`config.mk`:
```
export PLATFORM = sky130hd
export DESIGN_NAME = axis_instr_unpacker
export DESIGN_NICKNAME = d
export VERILOG_FILES = /design/src/rtl/pulpino_unpack_pkg.sv /design/src/rtl/axis_unpack_buf.sv /design/src/rtl/axis_instr_unpacker.sv
export SDC_FILE = /design/constraint.sdc
export NUM_CORES = 1
export LEC_CHECK = 0
export ABC_AREA = 0
export CAP_MARGIN = 20
export CORE_AREA = 2 2 242 244
export CTS_CLUSTER_DIAMETER = 30
export DETAILED_ROUTE_END_ITERATION = 12
export DIE_AREA = 0 0 244 246
export GPL_ROUTABILITY_DRIVEN = 0
export PLACE_DENSITY_LB_ADDON = 0.12
export SLEW_MARGIN = 20
export SYNTH_ARGS = -nofsm -noshare
export SYNTH_HDL_FRONTEND = slang
export SYNTH_SLANG_ARGS = --single-unit
```
`constraint.sdc`:
```
create_clock -name aclk -period 30.2 [get_ports aclk]
set_input_delay 3.02 -clock aclk [delete_from_list [all_inputs] [get_ports aclk]]
set_output_delay 3.02 -clock aclk [all_outputs]
set_load 0.02 [all_outputs]
```
`src/rtl/pulpino_unpack_pkg.sv`:
```
// Shared types and helpers for the AXI4-Stream instruction unpacker.
// Used by axis_instr_unpacker and axis_unpack_buf.
package pulpino_unpack_pkg;

  typedef enum logic [1:0] {IDLE, RUN, FLUSH, DONE} unpack_state_t;

  localparam int unsigned LP_WORD_WIDTH = 32;

  function automatic logic [LP_WORD_WIDTH-1:0] byte_swap32(
    input logic [LP_WORD_WIDTH-1:0] w
  );
    return {w[7:0], w[15:8], w[23:16], w[31:24]};
  endfunction

endpackage

```
`src/rtl/axis_unpack_buf.sv`:
```
// Holding register for one wide input beat, the slot counter and the output word mux.
// The slot counter walks the beat from the LSB word upwards.
module axis_unpack_buf
  import pulpino_unpack_pkg::*;
#(
  parameter int unsigned InWidth  = 512,
  parameter int unsigned OutWidth = LP_WORD_WIDTH
) (
  input  logic                clk_i,
  input  logic                rst_i,
  input  logic                load_i,
  input  logic [InWidth-1:0]  load_data_i,
  input  logic                load_last_i,
  input  logic                advance_i,
  input  logic                clear_i,
  output logic                valid_o,
  output logic                slot_end_o,
  output logic                last_o,
  output logic [OutWidth-1:0] word_o
);

  localparam int unsigned Ratio = InWidth / OutWidth;
  localparam int unsigned SlotW = (Ratio > 1) ? $clog2(Ratio) : 1;

  logic [InWidth-1:0] data_q, data_d;
  logic               valid_q, valid_d;
  logic               last_q, last_d;
  logic [SlotW-1:0]   slot_q, slot_d;

  assign slot_end_o = (slot_q == SlotW'(Ratio - 1));
  assign valid_o    = valid_q;
  assign last_o     = last_q;
  assign word_o     = data_q[slot_q * OutWidth +: OutWidth];

  // A load in the same cycle as the final-slot advance takes priority, giving
  // back-to-back beats without a bubble.
  always_comb begin
    data_d  = data_q;
    valid_d = valid_q;
    last_d  = last_q;
    slot_d  = slot_q;
    if (clear_i) begin
      valid_d = 1'b0;
      slot_d  = '0;
    end else if (load_i) begin
      data_d  = load_data_i;
      valid_d = 1'b1;
      last_d  = load_last_i;
      slot_d  = '0;
    end else if (advance_i) begin
      if (slot_end_o) begin
        valid_d = 1'b0;
        slot_d  = '0;
      end else begin
        slot_d = slot_q + 1'b1;
      end
    end
  end

  always_ff @(posedge clk_i or posedge rst_i) begin
    if (rst_i) begin
      data_q  <= '0;
      valid_q <= 1'b0;
      last_q  <= 1'b0;
      slot_q  <= '0;
    end else begin
      data_q  <= data_d;
      valid_q <= valid_d;
      last_q  <= last_d;
      slot_q  <= slot_d;
    end
  end

endmodule

```
`src/rtl/axis_instr_unpacker.sv`:
```
// Downsizes a wide AXI4-Stream into ctrl_instr_num instruction words, then flushes to tlast.
// Define UNPACKER_BYTE_SWAP_EN to byte-reverse every output word.
module axis_instr_unpacker
  import pulpino_unpack_pkg::*;
#(
  parameter int unsigned C_S_AXIS_TDATA_WIDTH = 512,
  parameter int unsigned C_M_AXIS_TDATA_WIDTH = 32,
  parameter int unsigned C_COUNT_WIDTH        = 32
) (
  input  logic                            aclk,
  input  logic                            areset,
  input  logic                            ctrl_start,
  input  logic [C_COUNT_WIDTH-1:0]        ctrl_instr_num,
  output logic                            ctrl_done,
  output logic                            ctrl_underrun,
  output logic [C_COUNT_WIDTH-1:0]        word_count,
  input  logic                            s_axis_tvalid,
  output logic                            s_axis_tready,
  input  logic [C_S_AXIS_TDATA_WIDTH-1:0] s_axis_tdata,
  input  logic                            s_axis_tlast,
  output logic                            m_axis_tvalid,
  input  logic                            m_axis_tready,
  output logic [C_M_AXIS_TDATA_WIDTH-1:0] m_axis_tdata,
  output logic                            m_axis_tlast
);

  localparam logic [C_COUNT_WIDTH-1:0] CountOne = 1;
  localparam logic [C_COUNT_WIDTH-1:0] CountMax = '1;

  unpack_state_t state_q, state_d;

  logic [C_COUNT_WIDTH-1:0] n_q, n_d;
  logic [C_COUNT_WIDTH-1:0] word_count_q, word_count_d;
  logic                     underrun_q, underrun_d;

  logic                            buf_valid;
  logic                            buf_slot_end;
  logic                            buf_last;
  logic [C_M_AXIS_TDATA_WIDTH-1:0] buf_word;
  logic [C_M_AXIS_TDATA_WIDTH-1:0] out_word;

  logic count_end;
  logic word_last;
  logic in_hs;
  logic out_hs;

  assign count_end = (word_count_q == (n_q - CountOne));
  assign word_last = buf_valid && (count_end || (buf_last && buf_slot_end));
  assign in_hs     = s_axis_tvalid && s_axis_tready;
  assign out_hs    = m_axis_tvalid && m_axis_tready;

`ifdef UNPACKER_BYTE_SWAP_EN
  assign out_word = byte_swap32(buf_word);
`else
  assign out_word = buf_word;
`endif

  axis_unpack_buf #(
    .InWidth  (C_S_AXIS_TDATA_WIDTH),
    .OutWidth (C_M_AXIS_TDATA_WIDTH)
  ) u_buf (
    .clk_i       (aclk),
    .rst_i       (areset),
    .load_i      ((state_q == RUN) && in_hs),
    .load_data_i (s_axis_tdata),
    .load_last_i (s_axis_tlast),
    .advance_i   (out_hs),
    .clear_i     (out_hs && word_last),
    .valid_o     (buf_valid),
    .slot_end_o  (buf_slot_end),
    .last_o      (buf_last),
    .word_o      (buf_word)
  );

  always_ff @(posedge aclk or posedge areset) begin
    if (areset) begin
      state_q <= IDLE;
    end else begin
      state_q <= state_d;
    end
  end

  always_comb begin
    state_d = state_q;
    unique case (state_q)
      IDLE: begin
        if (ctrl_start) begin
          state_d = (ctrl_instr_num == '0) ? FLUSH : RUN;
        end
      end
      RUN: begin
        if (out_hs && word_last) begin
          if (count_end) begin
            state_d = buf_last ? DONE : FLUSH;
          end else begin
            state_d = DONE;
          end
        end
      end
      FLUSH: begin
        if (in_hs && s_axis_tlast) begin
          state_d = DONE;
        end
      end
      DONE:    state_d = IDLE;
      default: state_d = IDLE;
    endcase
  end

  // The final word never pulls in a new beat; anything left over is drained by FLUSH,
  // so a tlast beat is never swallowed while leaving RUN.
  always_comb begin
    s_axis_tready = 1'b0;
    m_axis_tvalid = 1'b0;
    m_axis_tdata  = '0;
    m_axis_tlast  = 1'b0;
    ctrl_done     = 1'b0;
    unique case (state_q)
      RUN: begin
        m_axis_tvalid = buf_valid;
        m_axis_tlast  = word_last;
        m_axis_tdata  = buf_valid ? out_word : '0;
        s_axis_tready = !buf_valid || (buf_slot_end && m_axis_tready && !word_last);
      end
      FLUSH:   s_axis_tready = 1'b1;
      DONE:    ctrl_done = 1'b1;
      default: ;
    endcase
  end

  always_comb begin
    n_d          = n_q;
    word_count_d = word_count_q;
    underrun_d   = underrun_q;
    if ((state_q == IDLE) && ctrl_start) begin
      n_d          = ctrl_instr_num;
      word_count_d = '0;
      underrun_d   = 1'b0;
    end else if ((state_q == RUN) && out_hs) begin
      word_count_d = (word_count_q == CountMax) ? word_count_q : word_count_q + CountOne;
      if (word_last && !count_end) begin
        underrun_d = 1'b1;
      end
    end
  end

  always_ff @(posedge aclk or posedge areset) begin
    if (areset) begin
      n_q          <= '0;
      word_count_q <= '0;
      underrun_q   <= 1'b0;
    end else begin
      n_q          <= n_d;
      word_count_q <= word_count_d;
      underrun_q   <= underrun_d;
    end
  end

  assign word_count    = word_count_q;
  assign ctrl_underrun = underrun_q;

endmodule

```
== After elaboration in Yosys (flattened, before gate mapping) ==
Index checks and enable logic that the tools add are counted.
Cells by class
  bitwise logic cells: 1
  equality and inequality tests: 10
  reductions and logical operators: 28
  add/sub/neg operators: 3
  mux-type cells: 27
  shifts and indexed selects: 1
Operators by type and width (count)
  $shiftx A512 B10 Y32: 1
  $mux W32: 5
  $add A32 B1 Y32 const B: 1
  $eq A32 B32 Y1: 1
  $eq A32 B32 Y1 const B: 1
  $logic_not A32 Y1: 1
  $sub A32 B1 Y32 const B: 1
  $mux W4: 4
  $logic_and A1 B1 Y1: 12
  $mux W1: 12
  $mux W2: 4
  $pmux W2 S4: 1
  $reduce_and A2 Y1: 4
  $ne A2 B2 Y1 const B: 3
  $reduce_bool A3 Y1: 2
  $add A4 B1 Y4 const B: 1
  $eq A2 B2 Y1 const B: 2
  $eq A4 B4 Y1 const B: 1
  $reduce_bool A2 Y1: 2
  $logic_not A1 Y1: 3
  $reduce_and A3 Y1: 1
  $eq A2 B1 Y1 const B: 1
  $logic_not A2 Y1: 1
  $logic_or A1 B1 Y1: 2
  3 further kinds: 3
Storage, ports and cells
  word-level logic and storage cells: 78
  register bits after elaboration: 585

== Longest topological paths before layout ==
Gate-level depths: netlist (run 1).
  depth after elaboration: 12
  gate-level depth with buffers: 13
  mapped depth without buffers: 11

== Hierarchy ==
Synthesis (run 1) repeated with hierarchy kept, for this count alone.
Unflattened totals
  cell total of the unflattened synthesis: 2015
  area total of the unflattened synthesis: 28468.6 µm²
By module, submodules not included
  axis_unpack_buf: cells an instance 1453, area each 23797.8 µm², instances 1
  axis_instr_unpacker: cells an instance 562, area each 4670.7 µm², instances 1

== Worst setup path after synthesis (run 1) ==
No wires, ideal clock.
  path kind: input -> output
  from: input m_axis_tready
  to: output s_axis_tready
  setup slack: 23.563 ns
  buffers on the path: 0
  stages on the path: 2
  arrival time: 3.617 ns
  cells stage by stage: nand4_1 -> o21ai_0
On the way
  word-level cells in the longest chain between the ends: 4
RTL lines
  from (decl): RTL line axis_instr_unpacker.sv:22  | input logic m_axis_tready,
  $logic_and A1 B1 Y1 (2 in series): RTL line axis_instr_unpacker.sv:123  | s_axis_tready = !buf_valid || (buf_slot_end && m_axis_tready && !word_last);
  $logic_or A1 B1 Y1: RTL line axis_instr_unpacker.sv:123
  $pmux W1 S2: RTL line axis_instr_unpacker.sv:118  | unique case (state_q)
  to (decl): RTL line axis_instr_unpacker.sv:18  | output logic s_axis_tready,
No other way between the ends.

== Final worst setup path (run 1) ==
  from: register n_q[7]
  to: output m_axis_tlast
On the way
  word-level cells in the longest chain between the ends: 5
RTL lines
  from (decl): RTL line axis_instr_unpacker.sv:32  | logic [C_COUNT_WIDTH-1:0] n_q, n_d;
  from (signal assigned): RTL line axis_instr_unpacker.sv:153  | n_q <= n_d;
  $sub A32 B1 Y32: RTL line axis_instr_unpacker.sv:47  | assign count_end = (word_count_q == (n_q - CountOne));
  $eq A32 B32 Y1: RTL line axis_instr_unpacker.sv:47
  $logic_or A1 B1 Y1: RTL line axis_instr_unpacker.sv:48  | assign word_last = buf_valid && (count_end || (buf_last && buf_slot_end));
  $logic_and A1 B1 Y1: RTL line axis_instr_unpacker.sv:48
  $mux W1: RTL line axis_instr_unpacker.sv:118
  to (decl): RTL line axis_instr_unpacker.sv:24  | output logic m_axis_tlast
No other way between the ends.

==> results of run 1 <==
-- path summary, 6_finish.rpt --
path,from,end,cells after the start
worst max-delay path,n_q[7],m_axis_tlast,8
worst max register to register,n_q[7],u_buf.data_q[173],10
max in group asynchronous,areset,u_buf.data_q[266],6
worst min register to register,u_buf.data_q[354],u_buf.data_q[354],1
worst min-delay path,u_buf.data_q[354],u_buf.data_q[354],1
min in group asynchronous,areset,u_buf.slot_q[3],2
-- layout by cell type (no fill, tap or decap), types with 20 or more instances in the layout --
master	n
xor2_1	32
clkbuf_8	22
nand2_1	128
nor2_1	47
clkinv_2	22
clkbuf_1	20
and2_1	34
clkdlybuf4s50_1	618
clkbuf_16	142
dfrtp_1	581
xnor2_1	38
mux2_2	43
mux2_1	470
diode_2	30
bufinv_16	22
mux4_2	160
-- flip-flops by register name, indices dropped and copies added, names as in the netlist --
signal	cells
u_buf.last_o	1
u_buf.data_q	512
state_q	2
word_count	32
ctrl_underrun	1
n_q	32
u_buf.slot_q	4
u_buf.valid_o	1
-- cell families (layout without fill, tap and decap cells) --
kind of cell	after synthesis	count (layout)
muxes	680	680
and+or+nand+nor	337	337
buffers and inverters	129	893
DFF	585	585
other	0	30
adders and majority gates	8	8
xor gates and xnor gates	70	70
AOI/OAI and AO/OA	53	53
-- per-layer routing --
layer / vias up / routed length (um) / track usage [%]
li1: 8280 / - / -
met5: - / 196 / 0
met1: 9681 / 31500 / 33.3
met3: 187 / 6530 / 9.44
met2: 682 / 40300 / 44.0
met4: 30 / 3070 / 14.4
-- layout make-up --
type / count / area (um^2)
antenna: 30 / 75.1
clock buffer: 184 / 3930
tap: 765 / 957
clock inverter: 60 / 925
multi-input combinational: 1148 / 12200
timing repair buffer: 638 / 6360
fill: 4033 / 18200
inverter: 11 / 48.8
sequential: 585 / 14700
-- stage by stage --
step | cells | utilization, % | power [mW] | setup WS, ps
2_1_floorplan | 1862 | - | 2.39 | 10810
3_3_place_gp | 3147 | 59.6 | 2.72 | 22670
3_5_place_dp | 3147 | 59.6 | 2.79 | 22670
4_1_cts | 3391 | 68.1 | 4.35 | 22010
5_1_grt | 3418 | 68.2 | 4.54 | 21580
6_report | 3421 | 68.2 | 4.31 | 21960
-- critical path, stage by stage (launching register included) --
cell and delay (ps):
dfrtp_1 420, nor4_1 570, nand4_1 320, or4_1 680, or4_1 430, a221oi_1 380
nand4_1 610, a21boi_0 450, clkdlybuf4s50_1 670
-- power groups by stage --
stage | clock network [mW] | registers [mW] | logic (mW)
global placement | 0 | 1.39 | 1.33
floorplan | 0 | 1.31 | 1.08
CTS | 1.56 | 1.41 | 1.38
global route | 1.61 | 1.46 | 1.47
detailed placement | 0 | 1.42 | 1.37
finish | 1.54 | 1.41 | 1.36
==> flow_summary.json, run 1 <==
{
  "path_max_fanout": 13,
  "period_needed_ps": 8240,
  "antenna_found_initial": 46,
  "grt-ovfl-total": 0,
  "routed_wl_um": 81600,
  "async_flop_share_pct": 100,
  "grt_pass1_vias": 20500,
  "grt_pass1_wl_um": 123000,
  "ios": 619,
  "syn_inst": 1862,
  "max-vdd-ir-drop_v": 0.0000807,
  "die_y_um": 246,
  "critPathCaptureType": "primary output",
  "powerDensity_nw_per_um2": 110,
  "core_area_um2": 57400,
  "wl_per_cell_um": 23.8,
  "h-tree-depth": 4,
  "cts_resized": 0,
  "clock_skew_ps": 28.3,
  "worst_pin_slew_ps": 1100,
  "drv_cap": 0,
  "synth.most_common_cell": "dfrtp_1",
  "ys_seq_area_share_pct": 52.8,
  "critical_path_required_ps": 27180,
  "pwr-share-seq_pct": 32.8,
  "finalHoldWorstSlack_ps": 482,
  "synth_simple_gate_area_share_pct": 6.04,
  "synthToLayoutAreaGrowth_pct": 41.3,
  "io_buffers": 618,
  "placed_cell_area_um2": 34200,
  "initial_core_util_pct": 48.3,
  "synth_common_cells": "dfrtp_1 (585), mux2_1 (470), mux4_2 (160)",
  "setup_violations": 0,
  "yosys_register_bits": 585,
  "p_leak_nw": 16.4,
  "grt_max_degree": 187,
  "synthAdderAreaFrac_pct": 0.361,
  "synth_top_family_by_area": "multiplexers",
  "post_cts_buffers": 0,
  "synth-compound-area-share_pct": 1.29,
  "dr_total_vias": 18900,
  "fin_tns_setup_ps": 0,
  "hpwl_um": 58300,
  "drc": 0,
  "p_comb_share_pct": 31.6,
  "status": "completed",
  "yosysUniqueCellTypes": 52,
  "cts_tree": "yes",
  "drtIter0Drc": 1193,
  "hold_class": "register to register",
  "cts_buffers": 136,
  "cp_data_arrival_time_ps": 5220,
  "synth_xor_area_share_pct": 2.21,
  "yosys_warnings": 0,
  "clk_pin_slew_ps": 50,
  "rows": 88,
  "hold_viol": 0,
  "die_w_um": 244,
  "netSwitchingFraction_pct": 29.2,
  "die_area_um2": 60000,
  "synth_area_um2": 27700,
  "grt.total_usage_pct": 27.6,
  "postRouteAntennaNets": 0,
  "synth_top_area_share_pct": 52.8,
  "r2r_setup_slack_ps": 23820,
  "clock_sinks": 585,
  "worstSetupStartpointType": "register",
  "layout-drive-gt1-share_pct": 17.6,
  "drv_slew": 0,
  "max_freq_mhz": 121,
  "synthFlopType": "dfrtp_1",
  "ys_top_cells_by_area": "dfrtp_1 (53%), mux2_1 (19%), mux4_2 (13%)",
  "critical_path_class": "register to primary output",
  "via_per_inst": 5.51,
  "yosysTopAreaCell": "dfrtp_1",
  "syn_nets": 2420,
  "p_int_mw": 3.05,
  "avgSynthCellArea_um2": 14.9,
  "nets": 3078,
  "clk-insertion-delay-late_ps": 700,
  "hold_buffers": 0,
  "p_clk_share_pct": 35.6,
  "first_pass_iters": 5,
  "cts-root-buf": "clkbuf_16",
  "finalInstanceArea_um2": 39100,
  "rsz0062_at_grt": "false",
  "clk_path_buf_depth": 3,
  "power.switching_mw": 1.26,
  "maxSlewHeadroom_pct": 26.8,
  "synth_edf_count": 0,
  "synth.area.mux_share_pct": 34.1,
  "fin_crit_sh_pct": 27.3
}
Power figures use the tool's default switching activity.
==> run 2, diff against run 1 <==
--- a/config.mk
+++ b/config.mk
@@ -7,10 +7,10 @@
 export LEC_CHECK = 0
 export ABC_AREA = 0
 export CAP_MARGIN = 20
-export CORE_AREA = 2 2 242 244
+export CORE_ASPECT_RATIO = 1.4
+export CORE_UTILIZATION = 46
 export CTS_CLUSTER_DIAMETER = 30
 export DETAILED_ROUTE_END_ITERATION = 12
-export DIE_AREA = 0 0 244 246
 export GPL_ROUTABILITY_DRIVEN = 0
 export PLACE_DENSITY_LB_ADDON = 0.12
 export SLEW_MARGIN = 20
==> constraint.sdc (replaced) <==
create_clock -name aclk -period 6.65 [get_ports aclk]
set_input_delay 0.665 -clock aclk [delete_from_list [all_inputs] [get_ports aclk]]
set_output_delay 0.665 -clock aclk [all_outputs]
set_load 0.02 [all_outputs]
==> run 2 against run 1 <==
  * Cell count decreased by 0.61%
  * Critical path depth unchanged
  * Highest routed layer unchanged
  * Largest power group is now sequential cells
  * Sequential power increased to 4.6 times the previous value
==> flow_summary.json, run 2 (synthesis gave the netlist of run 1 again) <==
{
  "status": "completed",
  "drv_cap": 0,
  "path_cells": "nor4_1 -> nand4_1 -> or4_1 -> or4_1 -> a221oi_1 -> nand4_1 -> a21boi_0 -> clkdlybuf4s50_1",
  "grt_pass1_wl_um": 126000,
  "grt_max_degree": 145,
  "postRouteAntennaNets": 0,
  "critPathCaptureType": "primary output",
  "max-vdd-ir-drop_v": 0.000333,
  "clock_sinks": 585,
  "n_fill_cell": 4499,
  "max_stage_delay_ps": 690,
  "wl_per_cell_um": 24.3,
  "critical_path_required_ps": 5980,
  "cp_data_arrival_time_ps": 5020,
  "drc": 0,
  "layout-drive-gt1-share_pct": 17.1,
  "maxSlewHeadroom_pct": 33.5,
  "drv_slew": 0,
  "p_total_mw": 18.8,
  "grt_pass1_vias": 21000,
  "cts_resized": 0,
  "synthToLayoutAreaGrowth_pct": 39.4,
  "rows": 106,
  "cp_num_buf_inv": 1,
  "die_area_um2": 61200,
  "dp_slack_ps": 1610,
  "drtIter0Drc": 1117,
  "setup_violations": 0,
  "h-tree-depth": 3,
  "routed_wl_um": 82700,
  "critical_path_class": "register to primary output",
  "clk_pin_slew_ps": 50,
  "cts_buffers": 120,
  "place_inst": 3139,
  "die_y_um": 292,
  "period_needed_ps": 5680,
  "ios": 619,
  "worst_pin_slew_ps": 996,
  "rr_worst_depth": 9,
  "max_freq_mhz": 176,
  "antenna_found_initial": 50,
  "hold_class": "input pin to asynchronous set/reset pin",
  "hold_buffers": 0,
  "reg2reg_to": "u_buf.data_q[177]",
  "r2r_start": "n_q[7]",
  "top_register": "u_buf.data_q",
  "cts_tree": "yes",
  "via_per_inst": 5.54,
  "io_buffers": 618,
  "largest_reg_flops": 512,
  "path_max_fanout": 13,
  "first_pass_iters": 5,
  "p_leak_nw": 16.2,
  "layout_commonest_cell": "clkdlybuf4s50_1",
  "hpwl_um": 59400,
  "initial_core_util_pct": 46.4,
  "grt-ovfl-total": 0,
  "clk-insertion-delay-late_ps": 640,
  "final_cell_mix": "clkdlybuf4s50_1 (618), dfrtp_1 (581), mux2_1 (470)",
  "crit_slowest_cell": "clkdlybuf4s50_1",
  "finalHoldWorstSlack_ps": 438,
  "powerDensity_nw_per_um2": 486,
  "clk_path_buf_depth": 3,
  "r2r_setup_slack_ps": 1520,
  "fin_ws_ps": 970,
  "grt.total_usage_pct": 27.5,
  "cts-root-buf": "clkbuf_16",
  "critPathTopFamily": "simple AND/OR/NAND/NOR gates",
  "clock_skew_ps": 23.1,
  "core_area_um2": 59700,
  "worstSetupStartpointType": "register",
  "hold_viol": 0,
  "dr_total_vias": 18800,
  "rsz0062_at_grt": "false",
  "post_cts_buffers": 0,
  "nets": 3063,
  "final_cell_count_no_fill": 3400,
  "fin_crit_sh_pct": 85.4,
  "die_w_um": 209
}
run 2: cell types whose count changed in the layout (fill, tap and decap cells not counted), sizes merged:
| cell | change |
|---|---|
| bufinv | -6 |
| clkinv | +11 |
| inv | -3 |
| diode | +11 |
| buf | +1 |
| clkbuf | -26 |
run 2: worst max-delay path by stage:
stage | from | endpoint | slack [ps] | depth (start not counted)
global route | n_q[8] | m_axis_tlast | 520 | 9
detailed placement | n_q[8] | u_buf.data_q[181] | 1610 | 9
finish | n_q[7] | m_axis_tlast | 970 | 8
CTS | n_q[7] | m_axis_tlast | 1010 | 8
global placement | n_q[8] | u_buf.data_q[178] | 1770 | 9
floorplan | areset | ctrl_underrun | -1990 | 1
run 2: layer usage:
metal,wire length [um],track usage (%)
met1,30100,31.0
met2,42500,46.8
met4,3640,14.8
met3,6290,8.01
met5,191,0
run 2: layout make-up:
class	instances	area, um^2	area share, %
sequential	585	14700	37.9
multi-input combinational	1148	12200	31.6
timing repair buffer	639	6470	16.7
clock buffer	158	3410	8.82
tap	756	946	2.45
clock inverter	62	820	2.12
antenna	41	103	0.266
inverter	11	45.0	0.117
run 2: worst register-to-register path, delay by kind of cell, from the launching register on:
family	cells	cell delay [ps]
AO/OA/AOI/OAI	2	1080
flip-flops	1	430
multiplexers	1	490
AND/OR/NAND/NOR	5	2460
buffers and inverters	1	550
run 2: through the flow:
stage | area [um^2] | util (%) | setup TNS, ps
after floorplan | 27700 | - | -1163220
after CTS | 38500 | 64.6 | 0
after global routing | 38600 | 64.7 | 0
after global placement | 34300 | 57.5 | 0
final | 38600 | 64.7 | 0
after detailed placement | 34300 | 57.5 | 0
run 2: power breakdown:
| group | total [mW] | switching (mW) | leakage [nW] | internal (mW) |
|---|---|---|---|---|
| Clock | 6.14 | 1.94 | 2.08 | 4.19 |
| Sequential | 6.52 | 1.22 | 7.10 | 5.31 |
| Combinational | 6.13 | 2.50 | 6.99 | 3.63 |
